### config.mk
export PLATFORM = sky130hd
export DESIGN_NAME = perf_event_monitor
export DESIGN_NICKNAME = d
export VERILOG_FILES = /design/src/rtl/perf_event_monitor.sv
export SDC_FILE = /design/constraint.sdc
export NUM_CORES = 1
export LEC_CHECK = 0
export ABC_AREA = 0
export CAP_MARGIN = 20
export CORE_MARGIN = 2
export CORE_UTILIZATION = 25
export DETAILED_ROUTE_END_ITERATION = 16
export SYNTH_ARGS = -nofsm -noshare
export SYNTH_HDL_FRONTEND = slang
export SYNTH_SLANG_ARGS = --single-unit
### constraint.sdc
create_clock -name i_clk -period 5.6 [get_ports i_clk]
set_input_delay 1.12 -clock i_clk [delete_from_list [all_inputs] [get_ports i_clk]]
set_output_delay 1.12 -clock i_clk [all_outputs]
set_load 0.1 [all_outputs]
### src/rtl/perf_event_monitor.sv
// ============================================================================
//  Module   : perf_event_monitor
//  Purpose  : Multi-channel event/hit/miss monitor with saturating counters,
//             windowed miss tracking and a registered read port.
//             Optional sticky window-miss alarm: define PERF_MON_ALARM_EN.
//  Revision : 1.0 - initial release
// ============================================================================
`default_nettype none

module perf_event_monitor #(
    parameter  int NUM_CH    = 4,
    parameter  int CNT_W     = 32,
    parameter  int WINDOW    = 64,
    parameter  int ALARM_THR = 16,
    localparam int CH_W      = $clog2(NUM_CH),
    localparam int WIN_W     = $clog2(WINDOW + 1)
) (
    input  logic              i_clk,
    input  logic              i_rst,
    input  logic              i_en,
    input  logic              i_clr,
    input  logic [NUM_CH-1:0] i_evt,
    input  logic [NUM_CH-1:0] i_hit,
    input  logic              i_rd_vld,
    input  logic [CH_W-1:0]   i_rd_ch,
    input  logic [1:0]        i_rd_sel,
    output logic              o_rd_vld,
    output logic [CNT_W-1:0]  o_rd_data,
    output logic [NUM_CH-1:0] o_win_done,
    output logic [NUM_CH-1:0] o_alarm
);

    localparam logic [WIN_W-1:0] c_win_last = WIN_W'(WINDOW - 1);

    // Flattened per-channel state for the read mux
    logic [NUM_CH-1:0][CNT_W-1:0] w_evt_all;
    logic [NUM_CH-1:0][CNT_W-1:0] w_hit_all;
    logic [NUM_CH-1:0][CNT_W-1:0] w_miss_all;
    logic [NUM_CH-1:0][WIN_W-1:0] w_last_all;

    for (genvar c = 0; c < NUM_CH; c++) begin : g_ch
        logic [CNT_W-1:0] r_evt_cnt;
        logic [CNT_W-1:0] r_hit_cnt;
        logic [CNT_W-1:0] r_miss_cnt;
        logic [WIN_W-1:0] r_win_cnt;
        logic [WIN_W-1:0] r_win_miss;
        logic [WIN_W-1:0] r_last_win_miss;
        logic             r_win_done;
        logic             w_qual;
        logic             w_miss;
        logic             w_close;
        logic [WIN_W-1:0] w_close_miss;

        assign w_qual       = i_en & i_evt[c];
        assign w_miss       = w_qual & ~i_hit[c];
        assign w_close      = w_qual && (r_win_cnt == c_win_last);
        assign w_close_miss = r_win_miss + WIN_W'(w_miss);

        always_ff @(posedge i_clk) begin
            if (i_rst || i_clr) begin
                r_evt_cnt       <= '0;
                r_hit_cnt       <= '0;
                r_miss_cnt      <= '0;
                r_win_cnt       <= '0;
                r_win_miss      <= '0;
                r_last_win_miss <= '0;
                r_win_done      <= 1'b0;
            end else begin
                r_win_done <= w_close;
                if (w_qual) begin
                    if (r_evt_cnt != '1)
                        r_evt_cnt <= r_evt_cnt + 1'b1;
                    if (i_hit[c]) begin
                        if (r_hit_cnt != '1)
                            r_hit_cnt <= r_hit_cnt + 1'b1;
                    end else if (r_miss_cnt != '1) begin
                        r_miss_cnt <= r_miss_cnt + 1'b1;
                    end
                    // The closing event's own miss belongs to the closing window
                    if (w_close) begin
                        r_win_cnt       <= '0;
                        r_win_miss      <= '0;
                        r_last_win_miss <= w_close_miss;
                    end else begin
                        r_win_cnt  <= r_win_cnt + 1'b1;
                        r_win_miss <= w_close_miss;
                    end
                end
            end
        end

        assign w_evt_all[c]  = r_evt_cnt;
        assign w_hit_all[c]  = r_hit_cnt;
        assign w_miss_all[c] = r_miss_cnt;
        assign w_last_all[c] = r_last_win_miss;
        assign o_win_done[c] = r_win_done;

`ifdef PERF_MON_ALARM_EN
        logic r_alarm;

        always_ff @(posedge i_clk) begin
            if (i_rst || i_clr)
                r_alarm <= 1'b0;
            else if (w_close && (int'(w_close_miss) > ALARM_THR))
                r_alarm <= 1'b1;
        end

        assign o_alarm[c] = r_alarm;
`else
        assign o_alarm[c] = 1'b0;
`endif
    end

    logic [CNT_W-1:0] w_rd_data;

    always_comb begin
        w_rd_data = '0;
        if (int'(i_rd_ch) < NUM_CH) begin
            case (i_rd_sel)
                2'd0:    w_rd_data = w_evt_all[i_rd_ch];
                2'd1:    w_rd_data = w_hit_all[i_rd_ch];
                2'd2:    w_rd_data = w_miss_all[i_rd_ch];
                default: w_rd_data = CNT_W'(w_last_all[i_rd_ch]);
            endcase
        end
    end

    // Read port ignores i_clr so a clear-coincident read returns pre-clear data
    always_ff @(posedge i_clk) begin
        if (i_rst) begin
            o_rd_vld  <= 1'b0;
            o_rd_data <= '0;
        end else begin
            o_rd_vld <= i_rd_vld;
            if (i_rd_vld)
                o_rd_data <= w_rd_data;
        end
    end

endmodule

`default_nettype wire

# ---- Word level (Yosys, flattened, before mapping)
# Index checks and enable logic that the tools add are counted.
dict set report word_totals {
  reg_bits 505
  inputBits 17
  out_inout_bits 41
  wordCells 120
}
dict set report op_classes {
  addsub 20
  magnitude_cmp 1
  eq_ne 18
  n_mux 17
  bitwise 12
  reduce_logical 22
}
# operator count
set op_table {}
lappend op_table {{$add A32 B1 Y32 const B} 12}
lappend op_table {{$ne A32 B32 Y1 const B} 12}
lappend op_table {{$bmux W32 S2} 3}
lappend op_table {{$mux W32} 3}
lappend op_table {{$pmux W32 S3} 1}
lappend op_table {{$mux W7} 9}
lappend op_table {{$add A7 B1 Y7} 4}
lappend op_table {{$add A7 B1 Y7 const B} 4}
lappend op_table {{$eq A7 B6 Y1 const B} 4}
lappend op_table {{$reduce_and A3 Y1} 8}
lappend op_table {{$reduce_and A2 Y1} 8}
lappend op_table {{$bmux W7 S2} 1}
lappend op_table {{$and A1 B1 Y1} 8}
lappend op_table {{$logic_and A1 B1 Y1} 4}
lappend op_table {{$not A1 Y1} 4}
lappend op_table {{$lt A2 B3 Y1 const B} 1}
lappend op_table {{$eq A2 B1 Y1 const B} 1}
lappend op_table {{$eq A2 B2 Y1 const B} 1}
lappend op_table {{$logic_not A2 Y1} 1}
lappend op_table {{$logic_or A1 B1 Y1} 1}

# ---- Depth between registers and ports, before layout
# Gate-level depths: netlist (run 1).
dict set report depth {
  word_depth 4
  ltp_mapped 11
  depth_no_buf 9
}

# ---- Worst setup path before layout (run 1)
# No wires, ideal clock.
dict set report synth_path {
  path_kind {input -> register}
  startpoint {input i_hit[2]}
  endpoint {register g_ch[2].r_miss_cnt[30]}
  setup_ns 0.070
  t_arrival_ns 3.018
  t_required_ns 5.530
  slack_ns 2.511
  path_stages 7
  path_buffers 2
  path_cell_list {nand3b_1 -> or4_1 -> clkbuf_2 -> or4_1 -> buf_2 -> or3_1 -> a21oi_1}
}
dict set report synth_between {
  elab_chain_len 2
}
# item line
set synth_rtl {}
lappend synth_rtl {{from (decl)} 23} ;# input logic [NUM_CH-1:0] i_hit,
lappend synth_rtl {{$not A1 Y1 (no line)} --}
lappend synth_rtl {{$reduce_and A3 Y1 (no line)} --}
lappend synth_rtl {{to (signal assigned)} 77} ;# r_miss_cnt <= r_miss_cnt + 1'b1;
lappend synth_rtl {{to (decl)} 44} ;# logic [CNT_W-1:0] r_miss_cnt;
# No other way between the ends.
# A chain may end at the register's enable or synchronous reset.

# ---- Worst setup path in the final report (run 1)
dict set report layout_path {
  startpoint {input i_en}
  endpoint {register g_ch[1].r_miss_cnt[31]}
}
dict set report layout_between {
  elab_chain_len 2
}
# item line
set layout_rtl {}
lappend layout_rtl {{from (decl)} 20} ;# input logic i_en,
lappend layout_rtl {{$and A1 B1 Y1} 54} ;# assign w_qual = i_en & i_evt[c];
lappend layout_rtl {{$reduce_and A3 Y1 (no line)} --}
lappend layout_rtl {{to (signal assigned)} 77}
lappend layout_rtl {{to (decl)} 44}
# No other way between the ends.

==> results of run 1 <==
==> worst max-delay path, stage by stage <==
cell	delay, ns
clkdlybuf4s50_1	0.77
buf_4	0.25
nand2_1	0.12
buf_4	0.25
nor4_1	0.59
buf_4	0.24
nand4_1	0.33
or3_1	0.44
a21oi_1	0.14
==> registers in the layout, indices dropped and copies added (netlist names) <==
signal,cells
o_rd_vld,1
g_ch.r_win_cnt,28
o_rd_data,32
g_ch.r_win_miss,28
g_ch.r_evt_cnt,128
g_ch.r_hit_cnt,128
g_ch.r_win_done,4
g_ch.r_miss_cnt,128
g_ch.r_last_win_miss,28
==> layout make-up <==
cell class | count | area, um2 | area share, %
Clock inverter | 26 | 383 | 1.22
Inverter | 51 | 191 | 0.611
Antenna cell | 2 | 5.00 | 0.0160
Clock buffer | 79 | 1690 | 5.39
Sequential cell | 505 | 10100 | 32.3
Multi-Input combinational cell | 2438 | 16200 | 51.6
Timing Repair Buffer | 107 | 1030 | 3.29
Tap cell | 1414 | 1770 | 5.65
==> routing by layer <==
| metal | wire (um) | part of all wire [%] | track usage (%) | vias to the layer above |
|---|---|---|---|---|
| met5 | 11 | 0.013 | 0 | - |
| met3 | 6000 | 6.8 | 2.65 | 164 |
| met4 | 3790 | 4.3 | 6.42 | 2 |
| met1 | 38900 | 44 | 20.6 | 12200 |
| met2 | 38900 | 44 | 23.6 | 801 |
| li1 | - | - | - | 12100 |
==> metrics by stage <==
step                util (%)  total power [uW]
detailed placement      27.0              4110
finish                  28.9              8160
CTS                     28.9              8240
global placement        27.0              4110
floorplan                  -              3970
global route            28.9              8390
==> how the worst min path moves through the flow <==
stage,depth (start not counted),slack [ns],end
2_1_floorplan,2,0.42,g_ch[1].r_win_cnt[6]
3_3_place_gp,2,0.44,g_ch[0].r_win_cnt[6]
3_5_place_dp,2,0.45,g_ch[2].r_last_win_miss[0]
4_1_cts,2,0.46,g_ch[2].r_last_win_miss[0]
5_1_grt,2,0.47,g_ch[3].r_win_miss[0]
6_report,2,0.45,g_ch[2].r_win_cnt[6]
==> cells in the final DEF (no fill, tap or decap), drive strengths merged, types with 6 or more instances in the layout <==
master	count
a211oi	57
a21oi	330
a22oi	14
a31o	10
a31oi	10
and2	17
and3	38
and4	45
buf	58
bufinv	9
clkbuf	81
clkdlybuf4s50	47
clkinv	14
dfxtp	505
ha	24
inv	52
mux2i	70
mux4	103
nand2	295
nand2b	7
nand3	157
nand3b	6
nand4	123
nor2	248
nor3	63
nor4	63
nor4b	16
o2111ai	8
o211ai	18
o21ai	154
o311ai	10
o31ai	96
o41ai	11
or2	12
or3	183
or4	109
xnor2	70
xor2	33
==> logic make-up after synthesis <==
logic type	Yosys count	share of synthesized area (%)
compound gates	735	16.1
xor+xnor	103	3.32
fa+ha+maj	24	1.10
buf+inv	252	3.63
flops	505	37.2
mux	173	11.1
other cells	1	0.0138
simple gates	1399	27.6
==> power groups by stage <==
stage	registers, uW	logic [uW]	clock network [uW]
floorplan	3760	215	0
detailed placement	3700	412	0
CTS	3620	413	4210
finish	3620	413	4130
global route	3620	436	4340
global placement	3700	410	0
==> results.md, run 1 <==
* Status: finished, final reports clean
* GRT overflow at 0
* Port bufs at 53
* Die area at 111000 um2
* Min Clock Period, post-route at 3.70 ns
* Cells after Synth at between 3000 and 4000
* Setup Skew at 0.0363 ns
* Avg Cell Area, Syn at 8.52 um2
* Flop2flop setup slack at around 2.3 ns
* Reg2reg start: g_ch[2].r_evt_cnt[0]
* Main flop type after synthesis: dfxtp_1
* Measured slew at the worst slew-check pin at 1.17 ns
* Leakage at 0.00890 uW
* Hold_ws at 0.453 ns
* Top-count cell post-synth: dfxtp_1
* Crit path from: i_en
* Root buf cell: clkbuf_16
* Setup crit end: g_ch[1].r_miss_cnt[31]
* Synthesized flop and latch total at around 510
* Wirelength per Cell at 19.0 um
* DP Area at 29200 um2
* Synth Cell Area at about 27000 um2
* Clock Sinks at between 500 and 600
* Htree depth at 2
* Post-CTS setup buffers at 0
* Vias per inst at roughly 5.5
* Worst-path clk slew at 0.06 ns
* Power Dens Cells at around 260 nW/um2
* Row cnt at around 120
* Post-synthesis cell type count at slightly above 60
* Cts repair resizes at 0
* Post-route DRC at 0
* CP max FO at 22
* Final Cycle Share at 66.0%
* CTS tree: yes
* Yosys top cell by area: dfxtp_1
* Final worst slack at 1.90 ns
* Final Hold Fails at 0
* Place WS at 1.31 ns
* Placed cell count at 4511
* Die Height at 334 um
* NetSw at between 1500 and 2000 uW
* DRT Pass-1 Iters at 6
* Vias in the first global route at about 23000
* Largest net degree at the start of global routing at 98
* Final std cells w/o fill at approximately 4600
* Setup-failing EPs final at 0
* CP endpoint kind: flip-flop
* DR iter-0 viols at ~2500
* Layout area overhead at 15.2%
* Data required time of the critical path at 6.16 ns
* Startpoint types: primary input
* Hold path start: g_ch[2].r_win_cnt[6]
* Cell count of the worst reg-to-reg path at 6
* Combinational share of power at 5.1%
* DRT Wirelength at 87.6 mm
* ANT nets after route at 0
* Internal power at 6230 uW
* Leading post-synthesis cells by instance count: dfxtp_1, a21oi_1, nand2_1
* Post-synth EDFFs at 0
* Crit path DAT at ~4.3 ns
* Synth top area share at 37.2%
* Register area share after synthesis at 37.2%
* First-pass GRT wire length at between 100 and 150 mm
* Number of fill cells at 11500
* Asr flop ratio synth at 0%
* Clk pwr share at 50.6%
* Max Slew Vio Count at 0
* Part of the power in registers at 44.3%
* Initial antenna violation count at 4
* Post-route cell area at 31300 um2
* Synth top area cells: dfxtp_1, mux4_2, a21oi_1, or3_1, nand2_1
* Clock Latency Late Sink at 0.63 ns
* Setup TNS Final at 0 ns
* Maximum vdd drop at 0.260 mV
* IO Pins at just under 60
* Max_cap viols at 0
* Gr usage total at 15.2%
* Nets@finish at 3201
* DPL Wire Length at 63.1 mm
* Synth warn at 0
* Clock Tree Buf Depth at 3
* Unrepaired setup endpoints after global routing: false
* CTS buffer count at 57
* Switch share at between 20% and 30%
* Hold Path Class: flip-flop to flip-flop
* Gpl congestion at just under 0.9
* Maximum clock frequency at 271 MHz
* Via count at 25200
* Fraction of layout cells with a size suffix above 1 at 9.45%
* Slew HR at 21.5%
* Worst r2r dst: g_ch[2].r_evt_cnt[1]
* Post-CTS Hold Buffers at 0
* Core footprint at 108000 um2
* Die width at 334 um
* Initial core utilization at 25.1%
* Kind of critical path: primary input to flip-flop
Power figures use the tool's default switching activity.
==> run 2: changes to the inputs <==
- clock period: 5.6 -> 3.4 ns (I/O delays scaled with it)
==> run 2 against run 1 <==
Sequential power up 65%. Worst setup slack worse by 1.3 ns. Clock-buffer cell count up 8. Power up 60%. Combinational power up 74%. Sequential cell count unchanged. Utilization up 0.31 points. Clock skew up 0.019 ns.
==> results.md, run 2 (synthesis gave the netlist of run 1 again) <==
* Setup Skew at 0.0553 ns
* Leakage at roughly 0.0092 uW
* Unrepaired setup endpoints after global routing: false
* Clock Latency Late Sink at 0.67 ns
* Initial core utilization at 25.1%
* Met3 Wirelength at 5.82 mm
* Row cnt at 121
* Final Cycle Share at 83.4%
* DR WL met2 at a little under 40 mm
* IO Pins at 58
* Vias in the first global route at 23000
* Setup TNS Final at 0 ns
* Data required time of the critical path at 4.00 ns
* Die width at 334 um
* Final Hold Fails at 0
* CP Cell Sequence: ha_1 > nand4_1 > or4_1 > o31ai_1 > o21ai_0 > a21oi_1
* Max Slew Vio Count at 0
* Max_cap viols at 0
* Biggest regs: g_ch.r_evt_cnt x128, g_ch.r_hit_cnt x128, g_ch.r_miss_cnt x128
* Slew HR at between 30% and 40%
* First-pass GRT wire length at 138 mm
* Post-route DRC at 0
* Post-CTS setup buffers at 0
* Measured slew at the worst slew-check pin at 1.04 ns
* Status: finished, final reports clean
* DR top layer: met5
* CP max FO at 7
* CTS tree: yes
* Setup-failing EPs final at 0
* N_diodes at 0
* Core footprint at 108000 um2
* Crit path DAT at 3.44 ns
* Startpoint types: flip-flop
* DR iter-0 viols at 2203
* Min Clock Period, post-route at ~2.8 ns
* Hold Path Class: flip-flop to flip-flop
* Clock Sinks at a little over 500
* Post-route cell area at 31700 um2
* Clock Tree Buf Depth at 3
* GRT overflow at 0
* Root buf cell: clkbuf_16
* Die area at 111000 um2
* Maximum vdd drop at 0.410 mV
* Via count at 25600
* Cts repair resizes at 0
* CTS buffer count at 58
* Largest net degree at the start of global routing at a little over 90
* Worst-path clk slew at 0.06 ns
* Initial antenna violation count at 3
* ANT nets after route at 0
* DRT Pass-1 Iters at 6
* Commonest non-fill, non-tap cell in the layout: dfxtp_1
* Layout area overhead at 16.4%
* Gr usage total at 15.6%
* Power Dens Cells at 413 nW/um2
* Die Height at 334 um
* Vias per inst at ~5.5
* Critical path's largest stage delay at between 0.7 and 0.8 ns
* Maximum clock frequency at 352 MHz
* Kind of critical path: flip-flop to flip-flop
* CP max-delay cell: or4_1
* Nets@finish at 3272
* CP endpoint kind: flip-flop
* DPL Wire Length at 65.5 mm
* Post-CTS Hold Buffers at 0
* Fraction of layout cells with a size suffix above 1 at between 10% and 20%
* Wirelength per Cell at ~19 um
* Port bufs at 53
* M1 wire length at 40.2 mm
* Flop2flop setup slack at 0.56 ns
* Core Util, Final at 29.2%
* Most frequent cells in the layout: dfxtp_1, a21oi_1, nand2_1, nor2_1, or3_1
* Gpl congestion at 0.905
* DRT Wirelength at between 80 and 90 mm
* Htree depth at 2
* DP Area at 29700 um2
==> run 2: cell count changes in the layout (fill, tap and decap cells not counted), moves of 6 or more <==
cell             delta
buf_4             +103
bufinv_16           -6
clkbuf_1           +10
clkdlybuf4s50_1    -34
==> run 2: final timing paths <==
| kind | start | cells after the start | to |
|---|---|---|---|
| max | g_ch[1].r_evt_cnt[0] | 6 | g_ch[1].r_evt_cnt[11] |
| min | g_ch[0].r_win_cnt[6] | 2 | g_ch[0].r_win_cnt[6] |
| max reg2reg | g_ch[1].r_evt_cnt[0] | 6 | g_ch[1].r_evt_cnt[11] |
| min reg2reg | g_ch[0].r_win_cnt[6] | 2 | g_ch[0].r_win_cnt[6] |
==> run 2: final cells by class <==
| cell class | count | area, um2 |
|---|---|---|
| flip-flops and latches | 505 | 10100 |
| clock buffers | 87 | 1700 |
| clock inverters | 18 | 234 |
| fillers | 11500 | 76700 |
| inverters | 51 | 191 |
| multi-input cells | 2438 | 16200 |
| repair buffers | 177 | 1510 |
| well taps | 1414 | 1770 |
==> run 2: critical path: cells and delay by family (launching register included) <==
kind	cells	cell delay, ns
AND/OR/NAND/NOR	2	1.03
flip-flops	1	0.46
adder cells (fa/ha/maj)	1	0.24
AO/OA/AOI/OAI	3	1.04
==> run 2: power by group <==
part / internal (uW) / switching [uW]
sequential: 5940 / 19.0
combinational: 204 / 513
clock: 3690 / 2710
total: 9830 / 3240
==> run 2: metrics by stage <==
stage	power (uW)	hold WS, ns	cells	setup WS, ns
global route	13500	0.465	4690	0.328
global placement	6800	0.438	4581	0.0570
detailed placement	6800	0.443	4581	0.0774
finish	13100	0.451	4690	0.563
CTS	13200	0.437	4686	0.436
floorplan	6550	0.418	3195	0.751
==> run 2: layer usage <==
| layer | GRT usage [%] | vias up |
|---|---|---|
| li1 | - | 12200 |
| met1 | 21.3 | 12300 |
| met2 | 24.2 | 835 |
| met3 | 2.62 | 169 |
| met4 | 6.58 | 6 |
| met5 | 0 | - |
